### src/rtl/boot_loader_if.sv
// Byte-stream input and instruction-memory write port of the boot loader.
// The loader sits on the slave side; the byte source / memory model on master.
interface boot_loader_if #(
  parameter int ADDR_W = 10
);
  logic              rx_valid;
  logic [7:0]        rx_data;
  logic              rx_ready;
  logic              im_we;
  logic [ADDR_W-1:0] im_addr;
  logic [31:0]       im_wdata;

  modport master (
    output rx_valid, rx_data,
    input  rx_ready, im_we, im_addr, im_wdata
  );

  modport slave (
    input  rx_valid, rx_data,
    output rx_ready, im_we, im_addr, im_wdata
  );
endinterface

### src/rtl/boot_loader.sv
// Serial boot loader: receives a framed byte stream (A5, count, payload,
// XOR checksum), writes 32-bit words into instruction memory and releases
// the CPU from reset once a frame with a good checksum has been loaded.
module boot_loader #(
  parameter int ADDR_W = 10
) (
  input  logic           clk,
  input  logic           reset,
  boot_loader_if.slave   bus,
  input  logic           restart,
  output logic           cpu_reset,
  output logic           done,
  output logic           error
);

  typedef enum logic [2:0] {IDLE, CNT_HI, CNT_LO, DATA, CSUM, DONE, ERR} state_t;

  // Largest loadable frame is a full memory image.
  localparam logic [16:0] MAX_N = 17'(1) << ADDR_W;
  localparam logic [7:0]  HDR   = 8'hA5;

  state_t            state;
  logic [7:0]        cnt_hi;
  logic [7:0]        csum;
  logic [1:0]        bcnt;
  logic [ADDR_W-1:0] widx;
  logic [ADDR_W-1:0] wlast;
  logic [23:0]       asm_q;   // first three bytes of the word being built
  logic              accept;
  logic [15:0]       n;

  assign accept = bus.rx_valid && bus.rx_ready;
  assign n      = {cnt_hi, bus.rx_data};

  // Frame FSM; every output is registered here.
  always_ff @(posedge clk or negedge reset) begin
    if (!reset) begin
      state        <= IDLE;
      bus.rx_ready <= 1'b1;
      bus.im_we    <= 1'b0;
      bus.im_addr  <= '0;
      bus.im_wdata <= '0;
      cpu_reset    <= 1'b1;
      done         <= 1'b0;
      error        <= 1'b0;
      cnt_hi       <= '0;
      csum         <= '0;
      bcnt         <= '0;
      widx         <= '0;
      wlast        <= '0;
      asm_q        <= '0;
    end else begin
      bus.im_we <= 1'b0;
      case (state)
        IDLE: if (accept && bus.rx_data == HDR) begin
          // Fresh frame: clear per-frame accumulators.
          state <= CNT_HI;
          csum  <= '0;
          bcnt  <= '0;
          widx  <= '0;
        end
        CNT_HI: if (accept) begin
          cnt_hi <= bus.rx_data;
          state  <= CNT_LO;
        end
        CNT_LO: if (accept) begin
          // Only meaningful when 0 < n <= MAX_N, so truncation is safe there.
          wlast <= ADDR_W'(n - 16'd1);
          if (n == 16'd0) begin
            state <= CSUM;
          end else if ({1'b0, n} > MAX_N) begin
            state        <= ERR;
            error        <= 1'b1;
            bus.rx_ready <= 1'b0;
          end else begin
            state <= DATA;
          end
        end
        DATA: if (accept) begin
          asm_q <= {asm_q[15:0], bus.rx_data};
          csum  <= csum ^ bus.rx_data;
          bcnt  <= bcnt + 2'd1;
          if (bcnt == 2'd3) begin
            bus.im_we    <= 1'b1;
            bus.im_wdata <= {asm_q, bus.rx_data};
            bus.im_addr  <= widx;
            widx         <= widx + 1'b1;
            // Move on while the last write is still in flight: no rx bubble.
            if (widx == wlast) state <= CSUM;
          end
        end
        CSUM: if (accept) begin
          bus.rx_ready <= 1'b0;
          if (bus.rx_data == csum) begin
            state     <= DONE;
            done      <= 1'b1;
            cpu_reset <= 1'b0;
          end else begin
            state <= ERR;
            error <= 1'b1;
          end
        end
        DONE, ERR: if (restart) begin
          state        <= IDLE;
          bus.rx_ready <= 1'b1;
          done         <= 1'b0;
          error        <= 1'b0;
          cpu_reset    <= 1'b1;
        end
        default: state <= IDLE;
      endcase
    end
  end

endmodule

### src/flat_wrapper.sv
// flat-port wrapper written by rule: the top's interface ports become plain ports
module boot_loader_flat 
#(
  parameter int ADDR_W = 10
)
  (clk, reset, restart, cpu_reset, done, error, bus_rx_valid, bus_rx_data, bus_rx_ready, bus_im_we, bus_im_addr, bus_im_wdata);
  boot_loader_if #(.ADDR_W(ADDR_W)) bus_i ();
  input  logic clk;
  input  logic reset;
  input  logic restart;
  output logic cpu_reset;
  output logic done;
  output logic error;
  input wire logic [$bits(bus_i.rx_valid)-1:0] bus_rx_valid;
  input wire logic [$bits(bus_i.rx_data)-1:0] bus_rx_data;
  output wire logic [$bits(bus_i.rx_ready)-1:0] bus_rx_ready;
  output wire logic [$bits(bus_i.im_we)-1:0] bus_im_we;
  output wire logic [$bits(bus_i.im_addr)-1:0] bus_im_addr;
  output wire logic [$bits(bus_i.im_wdata)-1:0] bus_im_wdata;
  assign bus_i.rx_valid = bus_rx_valid;
  assign bus_i.rx_data = bus_rx_data;
  assign bus_rx_ready = bus_i.rx_ready;
  assign bus_im_we = bus_i.im_we;
  assign bus_im_addr = bus_i.im_addr;
  assign bus_im_wdata = bus_i.im_wdata;
  boot_loader #(.ADDR_W(ADDR_W)) u_core (.clk(clk), .reset(reset), .bus(bus_i), .restart(restart), .cpu_reset(cpu_reset), .done(done), .error(error));
endmodule
### config.mk
export PLATFORM = sky130hd
export DESIGN_NAME = boot_loader_flat
export DESIGN_NICKNAME = d
export VERILOG_FILES = /design/src/rtl/boot_loader_if.sv /design/src/rtl/boot_loader.sv /design/src/flat_wrapper.sv
export SDC_FILE = /design/constraint.sdc
export NUM_CORES = 1
export LEC_CHECK = 0
export BUFFER_PORTS_ARGS = -buffer_cell sky130_fd_sc_hd__buf_4
export CORE_UTILIZATION = 41
export DETAILED_ROUTE_END_ITERATION = 6
export PLACE_DENSITY_LB_ADDON = 0.25
export SLEW_MARGIN = 20
export SYNTH_ARGS = -nofsm -noshare
export SYNTH_HDL_FRONTEND = slang
export SYNTH_SLANG_ARGS = --single-unit
### constraint.sdc
create_clock -name clk -period 2 [get_ports clk]
set_input_delay 0.4 -clock clk [delete_from_list [all_inputs] [get_ports clk]]
set_output_delay 0.4 -clock clk [all_outputs]
set_load 0.02 [all_outputs]
==> results of run 1 <==
[cells by family after synthesis]
group	synth area share (%)
flops	55.1
simple gates	20.6
fa+ha+maj	0.983
compound gates	8.60
mux	7.08
buf+inv	3.15
xor+xnor	4.47
[stage by stage]
stage,cells,util (%)
final,762,52.3
after global routing,762,52.3
after CTS,762,52.2
after detailed placement,746,49.6
after global placement,746,49.6
after floorplan,508,-
[where the power goes]
group,internal [µW],switching (µW)
clock,913,950
combinational,53.1,96.4
sequential,2260,0
total,3230,1050
[metal layers]
layer | part of all wire [%] | GRT usage, % | wire [µm] | vias to the layer above
met2 | 47 | 31.0 | 5400 | 85
met1 | 48 | 27.3 | 5490 | 1879
met3 | 3.3 | 2.34 | 382 | 14
li1 | - | - | - | 1883
met4 | 1.8 | 7.11 | 206 | 0
met5 | 0 | 0 | 0 | -
[worst register-to-register path, stage by stage, from the launching register on]
cell     delay [ns]
dfrtp_1        0.41
or4_4          0.45
o31ai_4        0.24
or4b_4         0.50
a41oi_2        0.14
a21oi_1        0.05
[sequential cells by signal, summed over array words and instances (netlist names), 2 cells and up]
name / count
u_core.bus.im_wdata: 32
u_core.csum: 8
u_core.bcnt: 2
u_core.widx: 10
u_core.asm_q: 24
u_core.cnt_hi: 8
u_core.state: 3
u_core.bus.im_addr: 10
u_core.wlast: 10
[layout make-up]
type | instances | share of cell area [%]
flip-flops and latches | 112 | 44.5
clock inverters | 7 | 1.41
multi-input cells | 359 | 34.6
repair buffers | 96 | 11.8
well taps | 168 | 3.33
clock buffers | 9 | 3.57
inverters | 11 | 0.774
[repair_timing]
item	4_1_cts	5_1_grt
setup endpoints to repair	0	2
hold buffers	0	0
hold endpoints to repair	0	0
gates resized for setup	0	3
setup buffers	0	0
[final timing paths]
check	from	to
worst max-delay path	u_core.cnt_hi[0]$_DFFE_PN0P_	u_core.state[2]$_DFFE_PN0P_
worst max register to register	u_core.cnt_hi[0]$_DFFE_PN0P_	u_core.state[2]$_DFFE_PN0P_
max in group asynchronous	reset	u_core.bus.im_addr[8]$_DFFE_PN0P_
min in group clk	bus_rx_data[0]	u_core.bus.im_wdata[0]$_DFFE_PN0P_
worst min register to register	u_core.asm_q[18]$_DFFE_PN0P_	u_core.bus.im_wdata[26]$_DFFE_PN0P_
worst min-delay path	reset	u_core.done$_DFFE_PN0P_
[cells in the mapped netlist, types with 2 or more instances]
cell and n:
nor2_1 17, o21ai_1 8, nor3_1 5, or4_1 2
nor2b_1 17, nand2_1 147, xnor2_1 20, a31oi_1 2
ha_1 4, dfstp_2 2, o2bb2ai_1 8, nand2b_1 2
xor2_1 6, buf_2 5, mux2_1 2, nand4_1 8
nand3b_1 2, and4_1 2, and2_1 2, o22a_1 2
o31ai_1 2, o21ai_0 16, nand3_1 7, buf_6 2
mux2_2 30, buf_1 3, a21oi_1 15, clkinv_1 2
nor4_1 10, a21o_1 3, a221oi_1 2, clkbuf_1 16
dfrtp_1 110, inv_1 9
==> impl_metrics.env, run 1 <==
export IMPL_worst_r2r_setup_slack_ns=0.1
export IMPL_place_congestion=0.862
export IMPL_setup_viol=0
export IMPL_slew_limit_headroom_pct=59.9
export IMPL_finalHoldViolCount=0
export IMPL_postPlaceCellArea_um2=5980
export IMPL_ys_ff_latch=112
export IMPL_ys_types=52
export IMPL_min_path_type="input pin to async pin"
export IMPL_drive_gt1_share_pct=26.9
export IMPL_syn_avg_cell_area_um2=10.0
export IMPL_antenna_found_initial=0
export IMPL_dieArea_um2=12900
export IMPL_h_tree_depth=3
export IMPL_clk_pin_slew_ns=0.08
export IMPL_io_buffers=58
export IMPL_drt_iter0_drc=193
export IMPL_synth_area_um2=5090
export IMPL_period_needed_ns=1.90
export IMPL_p_leak_uw=0.00314
export IMPL_post_route_period_util_pct=95.2
export IMPL_drc=0
export IMPL_worst_slew_pin_transition_ns=0.601
export IMPL_grt_use_total_pct=19.4
export IMPL_max_vdd_ir_drop_v=0.000463
export IMPL_synthesis_instances=508
export IMPL_finalPower_uw=4270
export IMPL_ff2ff_path_depth=5
export IMPL_cts_sinks=112
export IMPL_vias_per_cell=5.07
export IMPL_grt_overflow=0
export IMPL_fin_area_um2=6310
export IMPL_cpLargestDelayFamily="simple AND/OR/NAND/NOR gates"
export IMPL_netlist_top_cells_area="dfrtp_1, nand2_1, mux2_2"
export IMPL_clockBufferDepth=2
export IMPL_crit_path_max_incr_delay_ns=0.50
export IMPL_grt_pass1_wl_um=19700
export IMPL_cts_tree="yes"
export IMPL_seqCellArea_um2=2810
export IMPL_die_w_um=113
export IMPL_synth_edf_count=0
export IMPL_yosysWarnings=0
export IMPL_core_area_um2=12100
export IMPL_path_depth=5
export IMPL_ys_seq_area_share_pct=55.1
export IMPL_fill_cells=1089
export IMPL_pre_cts_slack_ns=-0.238
export IMPL_rows=40
export IMPL_grt_pass1_vias=3939
export IMPL_finalWirelength_um=11500
export IMPL_rsz0062_at_grt="yes"
export IMPL_wl_per_cell_um=15.1
export IMPL_multi_input_area_um2=2180
export IMPL_layout_setup_ws_ns=0.0962
export IMPL_status="finished clean"
export IMPL_start_util_pct=42.2
export IMPL_mostFrequentLayoutCells="nand2_1, dfrtp_1, buf_4"
export IMPL_firstDrtPassIters=4
export IMPL_ant_nets=0
export IMPL_cp_slowest_cell="or4b_4"
export IMPL_slew_viol_final=0
export IMPL_pin_count=59
export IMPL_yosysTopAreaCellShare_pct=54.1
export IMPL_crit_path_end_kind="register"
export IMPL_dp_hpwl_um=7980
export IMPL_layout_commonest_cell="nand2_1"
export IMPL_synth_nets=524
export IMPL_grt_max_degree=113
export IMPL_diodes=0
export IMPL_critPathKind="register to register"
export IMPL_hold_slack_ns=0.105
export IMPL_cts_buffers=9
export IMPL_insertion_delay_ns=0.35
export IMPL_power_per_cell_area_nw_per_um2=677
export IMPL_skew_ns=0.00810
export IMPL_clockRootBuffer="clkbuf_16"
export IMPL_start_kind="register"
export IMPL_drv_cap=0
export IMPL_die_h_um=113
export IMPL_layout_nets=605
export IMPL_timing_fmax_mhz=525
export IMPL_cp_arrival_ns=2.14
export IMPL_synth_top_cell_by_area="dfrtp_1"
export IMPL_synthArstFlopShare_pct=100
export IMPL_worst_path_buf_inv=0
export IMPL_vias=3861
export IMPL_cp_cell_sequence="or4_4 -> o31ai_4 -> or4b_4 -> a41oi_2 -> a21oi_1"
export IMPL_required_ns=2.24
export IMPL_synthFlopType="dfrtp_1"
export IMPL_crit_fanout=3
export IMPL_fin_tns_setup_ns=0
export IMPL_synthToLayoutAreaGrowth_pct=23.9
Note: power is estimated with default switching activity, not from simulation.
==> inputs of run 2 (changes only) <==
--- a/config.mk
+++ b/config.mk
@@ -9,6 +9,7 @@
 export CORE_UTILIZATION = 41
 export DETAILED_ROUTE_END_ITERATION = 6
 export PLACE_DENSITY_LB_ADDON = 0.25
+export RECOVER_POWER = 25
 export SLEW_MARGIN = 20
 export SYNTH_ARGS = -nofsm -noshare
 export SYNTH_HDL_FRONTEND = slang
==> impl_metrics.env, run 2 (synthesis results as in run 1) <==
export IMPL_status="finished with violations"
export IMPL_violations="max-capacitance violations, max-slew violations"
export IMPL_firstDrtPassIters=4
export IMPL_largest_register_ffs=32
export IMPL_grt_pass1_vias=3939
export IMPL_wl_met2_um=5400
export IMPL_drt_iter0_drc=193
export IMPL_insertion_delay_ns=0.35
export IMPL_clockBufferDepth=2
export IMPL_drc=0
export IMPL_start_kind="register"
export IMPL_cpLargestDelayFamily="simple AND/OR/NAND/NOR gates"
export IMPL_hold_slack_ns=0.340
export IMPL_finalPower_uw=4270
export IMPL_h_tree_depth=3
export IMPL_post_route_period_util_pct=95.2
export IMPL_fin_util_pct=52.2
export IMPL_drive_gt1_share_pct=26.9
export IMPL_vias_per_cell=5.07
export IMPL_die_h_um=113
export IMPL_clockRootBuffer="clkbuf_16"
export IMPL_setup_viol=0
export IMPL_grt_use_total_pct=19.4
export IMPL_required_ns=2.24
export IMPL_top_register="u_core.bus.im_wdata"
export IMPL_die_w_um=113
export IMPL_worst_slew_pin_transition_ns=1.52
export IMPL_dp_hpwl_um=7980
export IMPL_finalWirelength_um=11500
export IMPL_top_layer="met4"
export IMPL_finalHoldViolCount=0
export IMPL_slew_limit_headroom_pct=-1.19
export IMPL_synthToLayoutAreaGrowth_pct=23.7
export IMPL_vias=3863
export IMPL_diodes=0
export IMPL_ant_nets=0
export IMPL_wl_per_cell_um=15.1
export IMPL_min_path_type="input pin to register"
export IMPL_cts_tree="yes"
export IMPL_slew_viol_final=113
export IMPL_fin_tns_setup_ns=0
export IMPL_fin_area_um2=6300
export IMPL_timing_fmax_mhz=525
export IMPL_p_leak_uw=0.00313
export IMPL_rows=40
export IMPL_cts_sinks=112
export IMPL_grt_max_degree=113
export IMPL_cts_buffers=9
export IMPL_period_needed_ns=1.90
export IMPL_pin_count=59
export IMPL_critPathKind="register to register"
export IMPL_start_util_pct=42.2
export IMPL_clk_pin_slew_ns=0.08
export IMPL_worst_path_buf_inv=0
export IMPL_grt_pass1_wl_um=19700
export IMPL_place_congestion=0.862
export IMPL_postPlaceCellArea_um2=5980
export IMPL_dr_wl_met3_um=394
export IMPL_cp_arrival_ns=2.14
export IMPL_power_per_cell_area_nw_per_um2=678
export IMPL_drv_cap=1
export IMPL_crit_fanout=3
export IMPL_mostFrequentLayoutCells="nand2_1, dfrtp_1, buf_4"
export IMPL_layout_nets=605
export IMPL_rsz0062_at_grt="yes"
export IMPL_crit_path_max_incr_delay_ns=0.50
export IMPL_m1WireLength_um=5480
export IMPL_cp_cell_sequence="or4_4 -> o31ai_4 -> or4b_4 -> a41oi_2 -> a21oi_1"
export IMPL_io_buffers=58
export IMPL_crit_path_end_kind="register"
export IMPL_dieArea_um2=12900
export IMPL_cp_slowest_cell="or4b_4"
export IMPL_worst_r2r_setup_slack_ns=0.1
export IMPL_max_vdd_ir_drop_v=0.000463
export IMPL_layout_commonest_cell="nand2_1"
export IMPL_antenna_found_initial=0
export IMPL_top_regs="u_core.bus.im_wdata x32, u_core.asm_q x24"
export IMPL_core_area_um2=12100
export IMPL_skew_ns=0.00810
export IMPL_grt_overflow=0
==> run 2: worst paths after layout <==
| kind | startpoint | to | depth (start not counted) |
|---|---|---|---|
| min in group asynchronous | reset | u_core.done$_DFFE_PN0P_ | 2 |
| worst min register to register | u_core.asm_q[18]$_DFFE_PN0P_ | u_core.bus.im_wdata[26]$_DFFE_PN0P_ | 2 |
| worst max-delay path | u_core.cnt_hi[0]$_DFFE_PN0P_ | u_core.state[2]$_DFFE_PN0P_ | 5 |
| worst min-delay path | bus_rx_data[0] | u_core.bus.im_wdata[0]$_DFFE_PN0P_ | 3 |
| worst max register to register | u_core.cnt_hi[0]$_DFFE_PN0P_ | u_core.state[2]$_DFFE_PN0P_ | 5 |
| max in group asynchronous | reset | u_core.bus.im_addr[8]$_DFFE_PN0P_ | 2 |
==> run 2: worst register-to-register path, delay by kind of cell, from the launching register on <==
| kind | cells | cell delay [ns] |
|---|---|---|
| AO/OA/AOI/OAI | 3 | 0.43 |
| flip-flops | 1 | 0.41 |
| AND/OR/NAND/NOR | 2 | 0.95 |
==> run 2: metrics by stage <==
| stage | worst slack, ns | instances |
|---|---|---|
| 5_1_grt | -0.00444 | 762 |
| 4_1_cts | 0.0271 | 762 |
| 3_5_place_dp | -0.238 | 746 |
| 6_report | 0.0962 | 762 |
| 2_1_floorplan | -0.109 | 508 |
| 3_3_place_gp | -0.198 | 746 |
==> run 2: layout make-up <==
class | count | area (µm²)
Fill cell | 1091 | 5770
Sequential cell | 112 | 2810
Multi-Input combinational cell | 359 | 2180
Timing Repair Buffer | 96 | 733
Clock buffer | 9 | 225
Tap cell | 168 | 210
Clock inverter | 7 | 88.8
Inverter | 11 | 48.8
==> run 2: where the power goes <==
| group | internal, µW | switching, µW | leakage (µW) |
|---|---|---|---|
| combinational | 50.0 | 95.8 | 0.00144 |
| sequential | 2260 | 0 | 0.00154 |
| clock | 913 | 950 | 0.000153 |
| total | 3220 | 1050 | 0.00313 |
==> run 2: repair_timing <==
item,4_1_cts,5_1_grt
hold buffers,0,0
endpoints found under the setup margin,0,2
resized for setup,0,3
buffers inserted,0,0
==> run 2: layer usage <==
layer	up-vias	GRT usage, %
li1	1883	-
met1	1881	27.3
met2	85	31.0
met3	14	2.34
met4	0	7.11
met5	-	0
==> inputs of run 3 (changes only) <==
--- a/config.mk
+++ b/config.mk
@@ -6,9 +6,10 @@
 export NUM_CORES = 1
 export LEC_CHECK = 0
 export BUFFER_PORTS_ARGS = -buffer_cell sky130_fd_sc_hd__buf_4
+export CAP_MARGIN = 25
 export CORE_UTILIZATION = 41
 export DETAILED_ROUTE_END_ITERATION = 6
-export PLACE_DENSITY_LB_ADDON = 0.25
+export PLACE_DENSITY = 0.66
 export RECOVER_POWER = 25
 export SLEW_MARGIN = 20
 export SYNTH_ARGS = -nofsm -noshare
==> impl_metrics.env, run 3 (synthesis results as in run 1) <==
export IMPL_ant_nets=0
export IMPL_clk_pin_slew_ns=0.08
export IMPL_grt_use_total_pct=19.4
export IMPL_fin_cells=765
export IMPL_vias=3953
export IMPL_grt_overflow=0
export IMPL_worst_slew_pin_transition_ns=0.911
export IMPL_grt_pass1_wl_um=19600
export IMPL_cpLargestDelayFamily="simple AND/OR/NAND/NOR gates"
export IMPL_finalWirelength_um=11600
export IMPL_finalHoldViolCount=0
export IMPL_diodes=0
export IMPL_cp_cell_sequence="or4_4 -> o31ai_4 -> or4b_4 -> a41oi_2 -> a21oi_1"
export IMPL_vias_per_cell=5.17
export IMPL_start_kind="register"
export IMPL_grt_max_degree=49
export IMPL_die_h_um=113
export IMPL_crit_path_max_incr_delay_ns=0.50
export IMPL_setup_viol=0
export IMPL_cp_slowest_cell="or4b_4"
export IMPL_drive_gt1_share_pct=27.0
export IMPL_cts_tree="yes"
export IMPL_cts_sinks=112
export IMPL_grt_pass1_vias=3936
export IMPL_top_register="u_core.bus.im_wdata"
export IMPL_pin_count=59
export IMPL_h_tree_depth=3
export IMPL_wl_per_cell_um=15.1
export IMPL_clockBufferDepth=2
export IMPL_dp_cells=749
export IMPL_io_buffers=58
export IMPL_slew_viol_final=0
export IMPL_postCtsSetupBuffers=0
export IMPL_top_regs="u_core.bus.im_wdata x32, u_core.asm_q x24"
export IMPL_clockRootBuffer="clkbuf_16"
export IMPL_core_area_um2=12100
export IMPL_layout_commonest_cell="nand2_1"
export IMPL_largest_register_ffs=32
export IMPL_mostFrequentLayoutCells="nand2_1, dfrtp_1, buf_4"
export IMPL_critPathLaunch="u_core.cnt_hi[0]$_DFFE_PN0P_"
export IMPL_insertion_delay_ns=0.35
export IMPL_synthToLayoutAreaGrowth_pct=24.3
export IMPL_place_congestion=0.872
export IMPL_rows=40
export IMPL_worst_path_buf_inv=0
export IMPL_antenna_found_initial=0
export IMPL_cp_arrival_ns=2.16
export IMPL_fin_area_um2=6330
export IMPL_firstDrtPassIters=4
export IMPL_required_ns=2.23
export IMPL_crit_path_end_kind="register"
export IMPL_critPathKind="register to register"
export IMPL_postPlaceCellArea_um2=6040
export IMPL_timing_fmax_mhz=518
export IMPL_reg2reg_to="u_core.state[2]$_DFFE_PN0P_"
export IMPL_crit_fanout=3
export IMPL_rsz0062_at_grt="no"
export IMPL_period_needed_ns=1.93
export IMPL_ff2ff_path_depth=5
export IMPL_layout_nets=608
export IMPL_max_vdd_ir_drop_v=0.000498
export IMPL_post_route_period_util_pct=96.6
export IMPL_slew_limit_headroom_pct=39.3
export IMPL_drc=0
export IMPL_power_per_cell_area_nw_per_um2=669
export IMPL_drv_cap=0
export IMPL_cts_buffers=9
export IMPL_worst_r2r_setup_slack_ns=0.07
export IMPL_min_path_type="input pin to async pin"
export IMPL_dp_hpwl_um=8260
export IMPL_p_leak_uw=0.00315
export IMPL_status="finished clean"
export IMPL_skew_ns=0.0123
export IMPL_dieArea_um2=12900
export IMPL_die_w_um=113
export IMPL_start_util_pct=42.2
export IMPL_drt_iter0_drc=228
export IMPL_r2r_start="u_core.cnt_hi[0]$_DFFE_PN0P_"
## run 3: cell count changes in the layout (fill, tap and decap cells not counted), moves of 2 or more
cell | before | now
buf_12 | 1 | 4
nor4_1 | 8 | 10
nor4_2 | 3 | 1
clkbuf_4 | 2 | 0
## run 3: per-stage QoR
step / setup slack, ns / util (%) / setup TNS, ns / total power, µW / hold WS [ns]
3_3_place_gp: -0.202 / 50.1 / -1.06 / 2460 / 0.388
3_5_place_dp: -0.254 / 50.1 / -1.21 / 2470 / 0.400
5_1_grt: 0.0149 / 52.5 / 0 / 4390 / 0.242
2_1_floorplan: -0.109 / - / -0.151 / 2360 / 0.104
6_report: 0.0683 / 52.5 / 0 / 4230 / 0.170
4_1_cts: 0.0689 / 52.6 / 0 / 4280 / 0.0234
## run 3: where the power goes
part           leakage, µW  internal (µW)  total, µW  switching, µW
clock network     0.000150            898       1820            919
registers          0.00154           2260       2260              0
logic              0.00146           55.1        153           98.3
## run 3: what timing repair did
item,in CTS,in global routing
hold buffers,0,0
endpoints found under the setup margin,0,1
resized for setup,0,1
## run 3: cell type report
cell class                 count  area [µm²]
clock inverter                 7        81.3
fill                        1078        5730
timing repair buffer          99         788
multi-input combinational    359        2170
clock buffer                   9         225
tap                          168         210
sequential                   112        2810
inverter                      11        48.8
## run 3: worst max path at each step
| stage | end | slack [ns] | cells past startpoint |
|---|---|---|---|
| after floorplan | u_core.state[2]$_DFFE_PN0P_ | -0.11 | 6 |
| after global placement | u_core.state[2]$_DFFE_PN0P_ | -0.20 | 8 |
| after detailed placement | u_core.state[2]$_DFFE_PN0P_ | -0.25 | 8 |
| after CTS | u_core.state[1]$_DFFE_PN0P_ | 0.07 | 6 |
| after global routing | u_core.state[1]$_DFFE_PN0P_ | 0.01 | 6 |
| final | u_core.state[2]$_DFFE_PN0P_ | 0.07 | 5 |
## run 3: routing by layer
layer	GRT usage (%)	wire length, µm	vias to the layer above
li1	-	-	1902
met2	31.9	5570	91
met5	0	0	-
met3	3.40	419	13
met4	4.82	156	0
met1	26.8	5420	1947
